<file path="config.mk">
export PLATFORM = sky130hd
export DESIGN_NAME = fft_bin_streamer
export DESIGN_NICKNAME = d
export VERILOG_FILES = /design/src/rtl/fft_bin_streamer.sv
export SDC_FILE = /design/constraint.sdc
export NUM_CORES = 1
export LEC_CHECK = 0
export CORE_ASPECT_RATIO = 0.9
export CORE_MARGIN = 10
export CORE_UTILIZATION = 30
export CTS_CLUSTER_DIAMETER = 80
export CTS_CLUSTER_SIZE = 20
export DETAILED_ROUTE_END_ITERATION = 8
export DONT_BUFFER_PORTS = 1
export GPL_TIMING_DRIVEN = 0
export HOLD_SLACK_MARGIN = 0.08
export PLACE_DENSITY = 0.42
export SYNTH_ARGS = -nofsm -noshare
export SYNTH_HDL_FRONTEND = slang
export SYNTH_SLANG_ARGS = --single-unit
</file>
<file path="constraint.sdc">
create_clock -name clk -period 10.7 [get_ports clk]
set_input_delay 1.605 -clock clk [delete_from_list [all_inputs] [get_ports clk]]
set_output_delay 1.605 -clock clk [all_outputs]
set_load 0.05 [all_outputs]
</file>
<file path="src/rtl/fft_bin_streamer.sv">
// fft_bin_streamer: snapshots NBINS complex FFT bins on start, computes each
// bin's |X|^2 with one shared squarer, scales/saturates to 8 bits and streams
// the bytes over a valid/ready handshake with first/last markers.
//
// Ports:
//   clk, rst_n       clock, async active-low reset
//   ena              global enable (low freezes all state)
//   start            frame request, honoured only in IDLE
//   bin_re, bin_im   packed signed bins, bin k at [k*IN_W +: IN_W]
//   out_data/valid/ready/first/last   byte stream
//   busy, done       status (done pulses one cycle at frame end)
module fft_bin_streamer #(
    parameter int NBINS = 8,
    parameter int IN_W  = 9,
    parameter int SHIFT = 8
) (
    input  logic                  clk,
    input  logic                  rst_n,
    input  logic                  ena,
    input  logic                  start,
    input  logic [NBINS*IN_W-1:0] bin_re,
    input  logic [NBINS*IN_W-1:0] bin_im,
    output logic [7:0]            out_data,
    output logic                  out_valid,
    input  logic                  out_ready,
    output logic                  out_first,
    output logic                  out_last,
    output logic                  busy,
    output logic                  done
);

    localparam int IDX_W = (NBINS > 1) ? $clog2(NBINS) : 1;
    // square of a signed IN_W value needs 2*IN_W-1 bits; sum of two needs 2*IN_W
    localparam int ACC_W = 2 * IN_W - 1;
    localparam int SUM_W = 2 * IN_W;
    localparam logic [IDX_W-1:0] LAST_IDX = IDX_W'(NBINS - 1);

    typedef enum logic [2:0] {
        S_IDLE,
        S_SQ_RE,
        S_SQ_IM,
        S_SEND,
        S_DONE
    } state_t;

    state_t                  r_state;
    state_t                  w_next;
    logic [IDX_W-1:0]        r_idx;
    logic [ACC_W-1:0]        r_acc;
    logic signed [IN_W-1:0]  r_re [NBINS];
    logic signed [IN_W-1:0]  r_im [NBINS];
    logic [7:0]              r_data;
    logic                    r_valid;
    logic                    r_first;
    logic                    r_last;

    logic signed [IN_W-1:0]  w_op;
    logic signed [SUM_W-1:0] w_prod;
    logic [ACC_W-1:0]        w_sq;
    logic [SUM_W-1:0]        w_sum;
    logic [SUM_W-1:0]        w_scaled;
    logic [7:0]              w_sat;
    logic                    w_xfer;
    logic                    w_last;

    // Single squarer: operand is the real part in SQ_RE, imaginary otherwise.
    assign w_op     = (r_state == S_SQ_IM) ? r_im[r_idx] : r_re[r_idx];
    assign w_prod   = w_op * w_op;
    assign w_sq     = w_prod[ACC_W-1:0];
    assign w_sum    = {1'b0, r_acc} + {1'b0, w_sq};
    assign w_scaled = w_sum >> SHIFT;
    assign w_sat    = (|w_scaled[SUM_W-1:8]) ? 8'hFF : w_scaled[7:0];

    assign w_xfer = r_valid & out_ready;
    assign w_last = (r_idx == LAST_IDX);

    assign out_data  = r_data;
    assign out_valid = r_valid;
    assign out_first = r_first;
    assign out_last  = r_last;
    assign busy      = (r_state != S_IDLE);
    assign done      = (r_state == S_DONE);

    always_comb begin
        w_next = r_state;
        unique case (r_state)
            S_IDLE:  if (start) w_next = S_SQ_RE;
            S_SQ_RE: w_next = S_SQ_IM;
            S_SQ_IM: w_next = S_SEND;
            S_SEND:  if (w_xfer) w_next = w_last ? S_DONE : S_SQ_RE;
            S_DONE:  w_next = S_IDLE;
            default: w_next = S_IDLE;
        endcase
    end

    always_ff @(posedge clk or negedge rst_n) begin
        if (!rst_n) begin
            r_state <= S_IDLE;
        end else if (ena) begin
            r_state <= w_next;
        end
    end

    always_ff @(posedge clk or negedge rst_n) begin
        if (!rst_n) begin
            r_idx   <= '0;
            r_acc   <= '0;
            r_data  <= '0;
            r_valid <= 1'b0;
            r_first <= 1'b0;
            r_last  <= 1'b0;
            for (int k = 0; k < NBINS; k++) begin
                r_re[k] <= '0;
                r_im[k] <= '0;
            end
        end else if (ena) begin
            unique case (r_state)
                S_IDLE: begin
                    if (start) begin
                        r_idx <= '0;
                        for (int k = 0; k < NBINS; k++) begin
                            r_re[k] <= bin_re[k*IN_W +: IN_W];
                            r_im[k] <= bin_im[k*IN_W +: IN_W];
                        end
                    end
                end
                S_SQ_RE: begin
                    r_acc <= w_sq;
                end
                S_SQ_IM: begin
                    r_data  <= w_sat;
                    r_first <= (r_idx == '0);
                    r_last  <= w_last;
                    r_valid <= 1'b1;
                end
                S_SEND: begin
                    if (w_xfer) begin
                        r_valid <= 1'b0;
                        if (!w_last) r_idx <= r_idx + 1'b1;
                    end
                end
                default: ;
            endcase
        end
    end

endmodule

</file>
==> reports/qor.csv, run 1 <==
stage,metric,value,unit
outcome,status,"finished, final reports clean",
setup_path,"Slowest-stage cell, CP",buf_1,
yosys,Syn Area/Cell,12.87,sq um
clock_tree,total clock sinks,176,
clock_tree,cts repair resizes,0,
place,dpl cells,1330,
timing,Clock Skew,15.55,ps
setup_path,Crit Path Category,register to register,
grt,antenna violations before repair,30,
grt,vias in the first global route,7184,
flow_run,Max Cap Violations,0,
yosys,Ys Warns,0,
timing,Setup-failing EPs final,0,
timing,Final Worst Setup Slack,1818,ps
clock_tree,Bufs on Longest Clock Path,2,
cells_and_area,register area,0.004404,sq mm
cells_and_area,layout cells sized above 1,30.70,%
yosys,Gate Count Post-Synth,854,
timing,fin crit period,8882,ps
timing,final hold violation count,0,
drt,Iter 0 DRT Violations,257,
floorplanning,I/O Pins,162,
setup_path,CP most frequent cell,fa_1,
drt,via count,6588,
setup_path,WP data required,11030,ps
grt,gr usage total,13.52,%
setup_path,Buf/Inv on CP,5,
drt,Routed Wire Length,29790,um
clock_tree,CTS tree,yes,
floorplanning,placeable core area,0.03617,sq mm
setup_path,worst path arrival time,9210,ps
clock_tree,CTS Hold Bufs,0,
yosys,Synth area leader,dfrtp_1,
clock_tree,latest clock arrival within the worst-skew pair,450,ps
timing,fmax,0.1126,GHz
place,pre-CTS WS,1657,ps
setup_path,CP Capture Type,register,
cells_and_area,Layout area overhead,10.85,%
drt,Post-DRT Antenna Nets,0,
yosys,post-synthesis register bit count,176,
timing,pins over their slew limit,0,
clock_tree,total CTS buffers,17,
floorplanning,Die X,221.8,um
yosys,"Cell Area, Synth",0.01099,sq mm
timing,Slew headroom,38.97,%
grt,largest net degree at the start of global routing,177,
clock_tree,Clock Tree Root,clkbuf_16,
drt,WL/cell,21.62,um
setup_path,crit-path leading delay family,adder cells,
timing,Worst-Margin Slew,915.4,ps
cells_and_area,Final Util,33.69,%
timing,RSZ-0062 raised after global routing,false,
setup_path,crit path launch type,register,
cells_and_area,area of the multi-input gates,0.006093,sq mm
grt,first-pass GRT wire length,45660,um
place,HPWL after detailed placement,23100,um
place,IO buf count,0,
clock_tree,CTS H-tree lvls,4,
place,GPL Wtd Cong,0.7541,
yosys,post-synth top area share,40.07,%
timing,setup TNS,0,ps
worst_hold_path,HP Class,register to register,
drt,drt via density,4.781,
floorplanning,Rows,66,
setup_path,CP peak stage delay,730,ps
yosys,Syn Nets,1111,
drt,DRT Pass-1 Iters,4,
setup_path,crit-path max FO,10,
yosys,"Top FF cell, synth",dfrtp_1,
yosys,synth top area cells,"dfrtp_1 (40%), mux2_2 (17%), fa_1 (9.8%), ha_1 (6.1%), mux4_2 (5.3%)",
yosys,Yosys cell types,63,
yosys,list of most frequent post-synthesis cells,"dfrtp_1 (176), mux2_2 (166), inv_1 (77)",
clock_tree,Clock transition at path regs,70,ps
cells_and_area,nets,1130,
clock_tree,Setup Buffers After CTS,0,
floorplanning,die area,0.04471,sq mm
yosys,most frequent cell after synthesis,dfrtp_1,
floorplanning,Starting Density,30.39,%
grt,global route total overflow,0,
cells_and_area,fillers,3683,
yosys,Post-synth EDFFs,0,
floorplanning,die height,201.6,um
yosys,Post-synth ARST share,100.0,%
timing,fin crit share,83.01,%
cells_and_area,Finished Layout Cells,1378,
drt,Post-route DRC,0,
yosys,sequential area share after synthesis,40.07,%
cell type report:
| type | instances | area share (%) |
|---|---|---|
| tap | 476 | 4.888 |
| buffer | 38 | 1.725 |
| clock buffer | 19 | 3.635 |
| multi-input combinational | 563 | 50.01 |
| sequential | 176 | 36.15 |
| clock inverter | 13 | 0.8934 |
| antenna | 16 | 0.3286 |
| inverter | 77 | 2.372 |
stage by stage:
stage | hold slack, ps | cell area [sq um]
detailed placement | 486.3 | 11590
finish | 495.8 | 12180
global placement | 478.2 | 11590
global route | 521.7 | 12160
floorplan | 456.3 | 10990
CTS | 502.2 | 12140
registers in the layout, summed over array words and instances, names as in the netlist, 3 cells and up:
register and count:
r_im 72, r_re 72, r_acc 15, out_data 8, r_idx 3, r_state 3
final timing paths:
check	end	depth (start not counted)	from	slack [ps]
setup / recovery	out_data[6]	26	r_idx[2]	1820
min in group asynchronous	r_re[71]	0	rst_n	850
hold reg to reg	r_acc[6]	2	r_acc[6]	500
max in group asynchronous	r_im[2]	0	rst_n	9480
setup reg to reg	out_data[6]	26	r_idx[2]	1820
hold / removal	r_acc[6]	2	r_acc[6]	500
layer usage:
layer	up-vias	wire length, um	part of all wire, %	track usage (%)
met5	-	185	0.62	0
met4	30	252	0.85	2.889
met3	42	2415	8.1	6.477
met2	113	13270	45	20.33
met1	3322	13670	46	17.25
li1	3081	-	-	-
worst reg2reg max path, cell delays in order (launching register included):
cell       delay [ps]
dfrtp_1           570
buf_2             390
buf_1             730
mux4_2            380
nand2_1            60
a21oi_1           210
a21oi_2           150
or2_2             390
fa_1              550
inv_1              70
fa_1              500
inv_1              50
fa_1              470
inv_1              50
fa_1              470
ha_1              300
ha_1              330
a21o_1            210
a2111oi_0         640
o21bai_1          170
xor2_1            180
ha_1              360
and3_1            210
a221oi_1          400
a21boi_0          170
mux2_2            380
o32a_1            360
cell families after synthesis:
| family | count (synthesis) | synth area share [%] |
|---|---|---|
| AND/OR/NAND/NOR | 129 | 5.783 |
| XOR/XNOR | 25 | 2.163 |
| flip-flops | 176 | 40.07 |
| multiplexers | 211 | 25.75 |
| AO/OA/AOI/OAI | 90 | 5.714 |
| buffers and inverters | 115 | 4.542 |
| adder cells (fa/ha/maj) | 108 | 15.98 |
placed cells by master, fill, tap and decap left out, drive strengths merged, types with 15 or more instances in the layout:
cell type    n
dfrtp      176
mux2       168
inv         80
fa          54
ha          54
nand2       37
mux4        36
nor2        35
buf         30
clkbuf      27
a21oi       23
xnor2       18
diode       16
o21ai       15
Power of run 1 is not shown: default switching activity piles up to over one toggle a cycle in this logic, so the estimate is an artifact.
==> inputs of run 2 (changes only) <==
clock period = 8.3 ns   (was 10.7 ns; I/O delays follow)
==> reports/qor.csv, run 2 (synthesis gave the netlist of run 1 again) <==
stage,metric,value,unit,change
outcome,status,"finished, final reports clean",,unchanged
floorplanning,placeable core area,0.03617,sq mm,unchanged
cells_and_area,"commonest non-fill, non-tap cell in the layout",dfrtp_1,,unchanged
timing,Worst-Margin Slew,900.3,ps,was 915.4 ps
floorplanning,I/O Pins,162,,unchanged
setup_path,WP data required,8630,ps,"was 11,030 ps"
cells_and_area,layout cells sized above 1,33.11,%,was 30.70%
timing,fin crit period,7893,ps,was 8882 ps
drt,Iter 0 DRT Violations,225,,was 257
setup_path,Crit Path Category,register to register,,unchanged
timing,Slew headroom,39.98,%,was 38.97%
timing,fmax,0.1267,GHz,was 0.1126 GHz
clock_tree,CTS Hold Bufs,0,,unchanged
grt,antenna violations before repair,30,,unchanged
setup_path,FF-to-FF setup slack,410,ps,was 1820 ps
setup_path,crit path launch type,register,,unchanged
drt,Post-route DRC,0,,unchanged
timing,final hold violation count,0,,unchanged
setup_path,Worst R2R End,out_data[6],,unchanged
clock_tree,total clock sinks,176,,unchanged
grt,vias in the first global route,7185,,"was 7,184"
cells_and_area,"commonest cells after routing, fill and taps aside","dfrtp_1 (175), mux2_2 (165), inv_1 (76), fa_1 (53), ha_1 (52)",,"was dfrtp_1 (176), mux2_2 (166), inv_1 (77), fa_1 (54), ha_1 (54)"
worst_hold_path,HP Class,input pin to async pin,,was register to register
setup_path,worst path arrival time,8220,ps,was 9210 ps
timing,Final Worst Setup Slack,406.5,ps,was 1818 ps
grt,first-pass GRT wire length,45670,um,"was 45,660 um"
floorplanning,Starting Density,30.39,%,unchanged
floorplanning,die height,201.6,um,unchanged
setup_path,Worst R2R Path Depth,28,,was 26
setup_path,worst r2r src,r_idx[0],,was r_idx[2]
timing,setup TNS,0,ps,unchanged
cells_and_area,fillers,3662,,"was 3,683"
drt,drt via density,4.784,,was 4.781
cells_and_area,Layout area overhead,12.86,%,was 10.85%
grt,global route total overflow,0,,unchanged
timing,fin crit share,95.10,%,was 83.01%
floorplanning,die area,0.04471,sq mm,unchanged
place,IO buf count,0,,unchanged
place,pre-CTS WS,-743.1,ps,was 1657 ps
setup_path,CP peak stage delay,530,ps,was 730 ps
setup_path,crit-path leading delay family,adder cells,,unchanged
drt,DRT Pass-1 Iters,4,,unchanged
clock_tree,CTS tree,yes,,unchanged
grt,largest net degree at the start of global routing,177,,unchanged
flow_run,Max Cap Violations,0,,unchanged
clock_tree,total CTS buffers,17,,unchanged
setup_path,CP Capture Type,register,,unchanged
cells_and_area,Largest regs,"r_im: 72 flops, r_re: 72 flops, r_acc: 15 flops",,unchanged
clock_tree,Clock Tree Root,clkbuf_16,,unchanged
drt,Routed Wire Length,29940,um,"was 29,790 um"
setup_path,Buf/Inv on CP,7,,was 5
place,GPL Wtd Cong,0.7541,,unchanged
clock_tree,latest clock arrival within the worst-skew pair,450,ps,about the same
setup_path,crit-path max FO,10,,unchanged
setup_path,"Slowest-stage cell, CP",mux4_2,,was buf_1
floorplanning,Rows,66,,unchanged
setup_path,stages on the worst setup path,28,,was 26
timing,Clock Skew,14.55,ps,was 15.55 ps
clock_tree,Bufs on Longest Clock Path,2,,unchanged
clock_tree,Clock transition at path regs,70,ps,about the same
drt,via count,6645,,"was 6,588"
cells_and_area,nets,1141,,"was 1,130"
clock_tree,CTS H-tree lvls,4,,unchanged
grt,gr usage total,13.53,%,was 13.52%
drt,WL/cell,21.55,um,was 21.62 um
drt,Post-DRT Antenna Nets,0,,unchanged
timing,Setup-failing EPs final,0,,unchanged
cells_and_area,Final Util,34.30,%,was 33.69%
timing,pins over their slew limit,0,,unchanged
floorplanning,Die X,221.8,um,unchanged
place,HPWL after detailed placement,23100,um,unchanged
run 2: cell count changes in the layout (fill, tap and decap cells not counted), sizes merged:
| cell | before | now |
|---|---|---|
| buf | 30 | 39 |
| clkbuf | 27 | 29 |
run 2: cell type report:
cell class	instances	area, sq um	share of cell area [%]
diodes	16	40.04	0.3227
plain buffers	37	256.5	2.068
clock buffers	19	442.9	3.570
clock inverters	13	108.9	0.8775
inverters	77	291.5	2.350
multi-input cells	563	6175	49.77
flip-flops and latches	176	4405	35.51
well taps	476	595.6	4.801
repair buffers	12	90.09	0.7262
run 2: worst max-delay path by stage:
stage              from           to  slack, ps
3_3_place_gp   r_idx[2]  out_data[6]       -790
6_report       r_idx[0]  out_data[6]        410
3_5_place_dp   r_idx[2]  out_data[6]       -740
5_1_grt        r_idx[0]  out_data[6]         -8
2_1_floorplan  r_idx[1]  out_data[6]        810
4_1_cts        r_idx[2]  out_data[6]          4
run 2: through the flow:
stage,instance area [sq um],hold WS [ps],instances
final,12410,485.3,1389
after global routing,12380,454.6,1379
after CTS,12200,463.3,1362
after detailed placement,11590,486.3,1330
after global placement,11590,478.2,1330
after floorplan,10990,456.3,854
run 2: layer usage:
| layer | share of wire [%] | vias to the layer above | wire [um] | global-route usage [%] |
|---|---|---|---|---|
| met5 | 0.64 | - | 192 | 0 |
| met4 | 0.80 | 30 | 238 | 2.889 |
| li1 | - | 3105 | - | - |
| met2 | 45 | 110 | 13390 | 20.32 |
| met3 | 8.0 | 39 | 2409 | 6.477 |
| met1 | 46 | 3361 | 13710 | 17.27 |
run 2: timing repair:
item	4_1_cts	5_1_grt
gates resized for setup	22	24
gates cloned	0	0
buffers inserted	0	12
setup endpoints to repair	8	7
pin swaps	0	5
endpoints found under the hold margin	0	0
Power of run 2 is left out for the same reason.
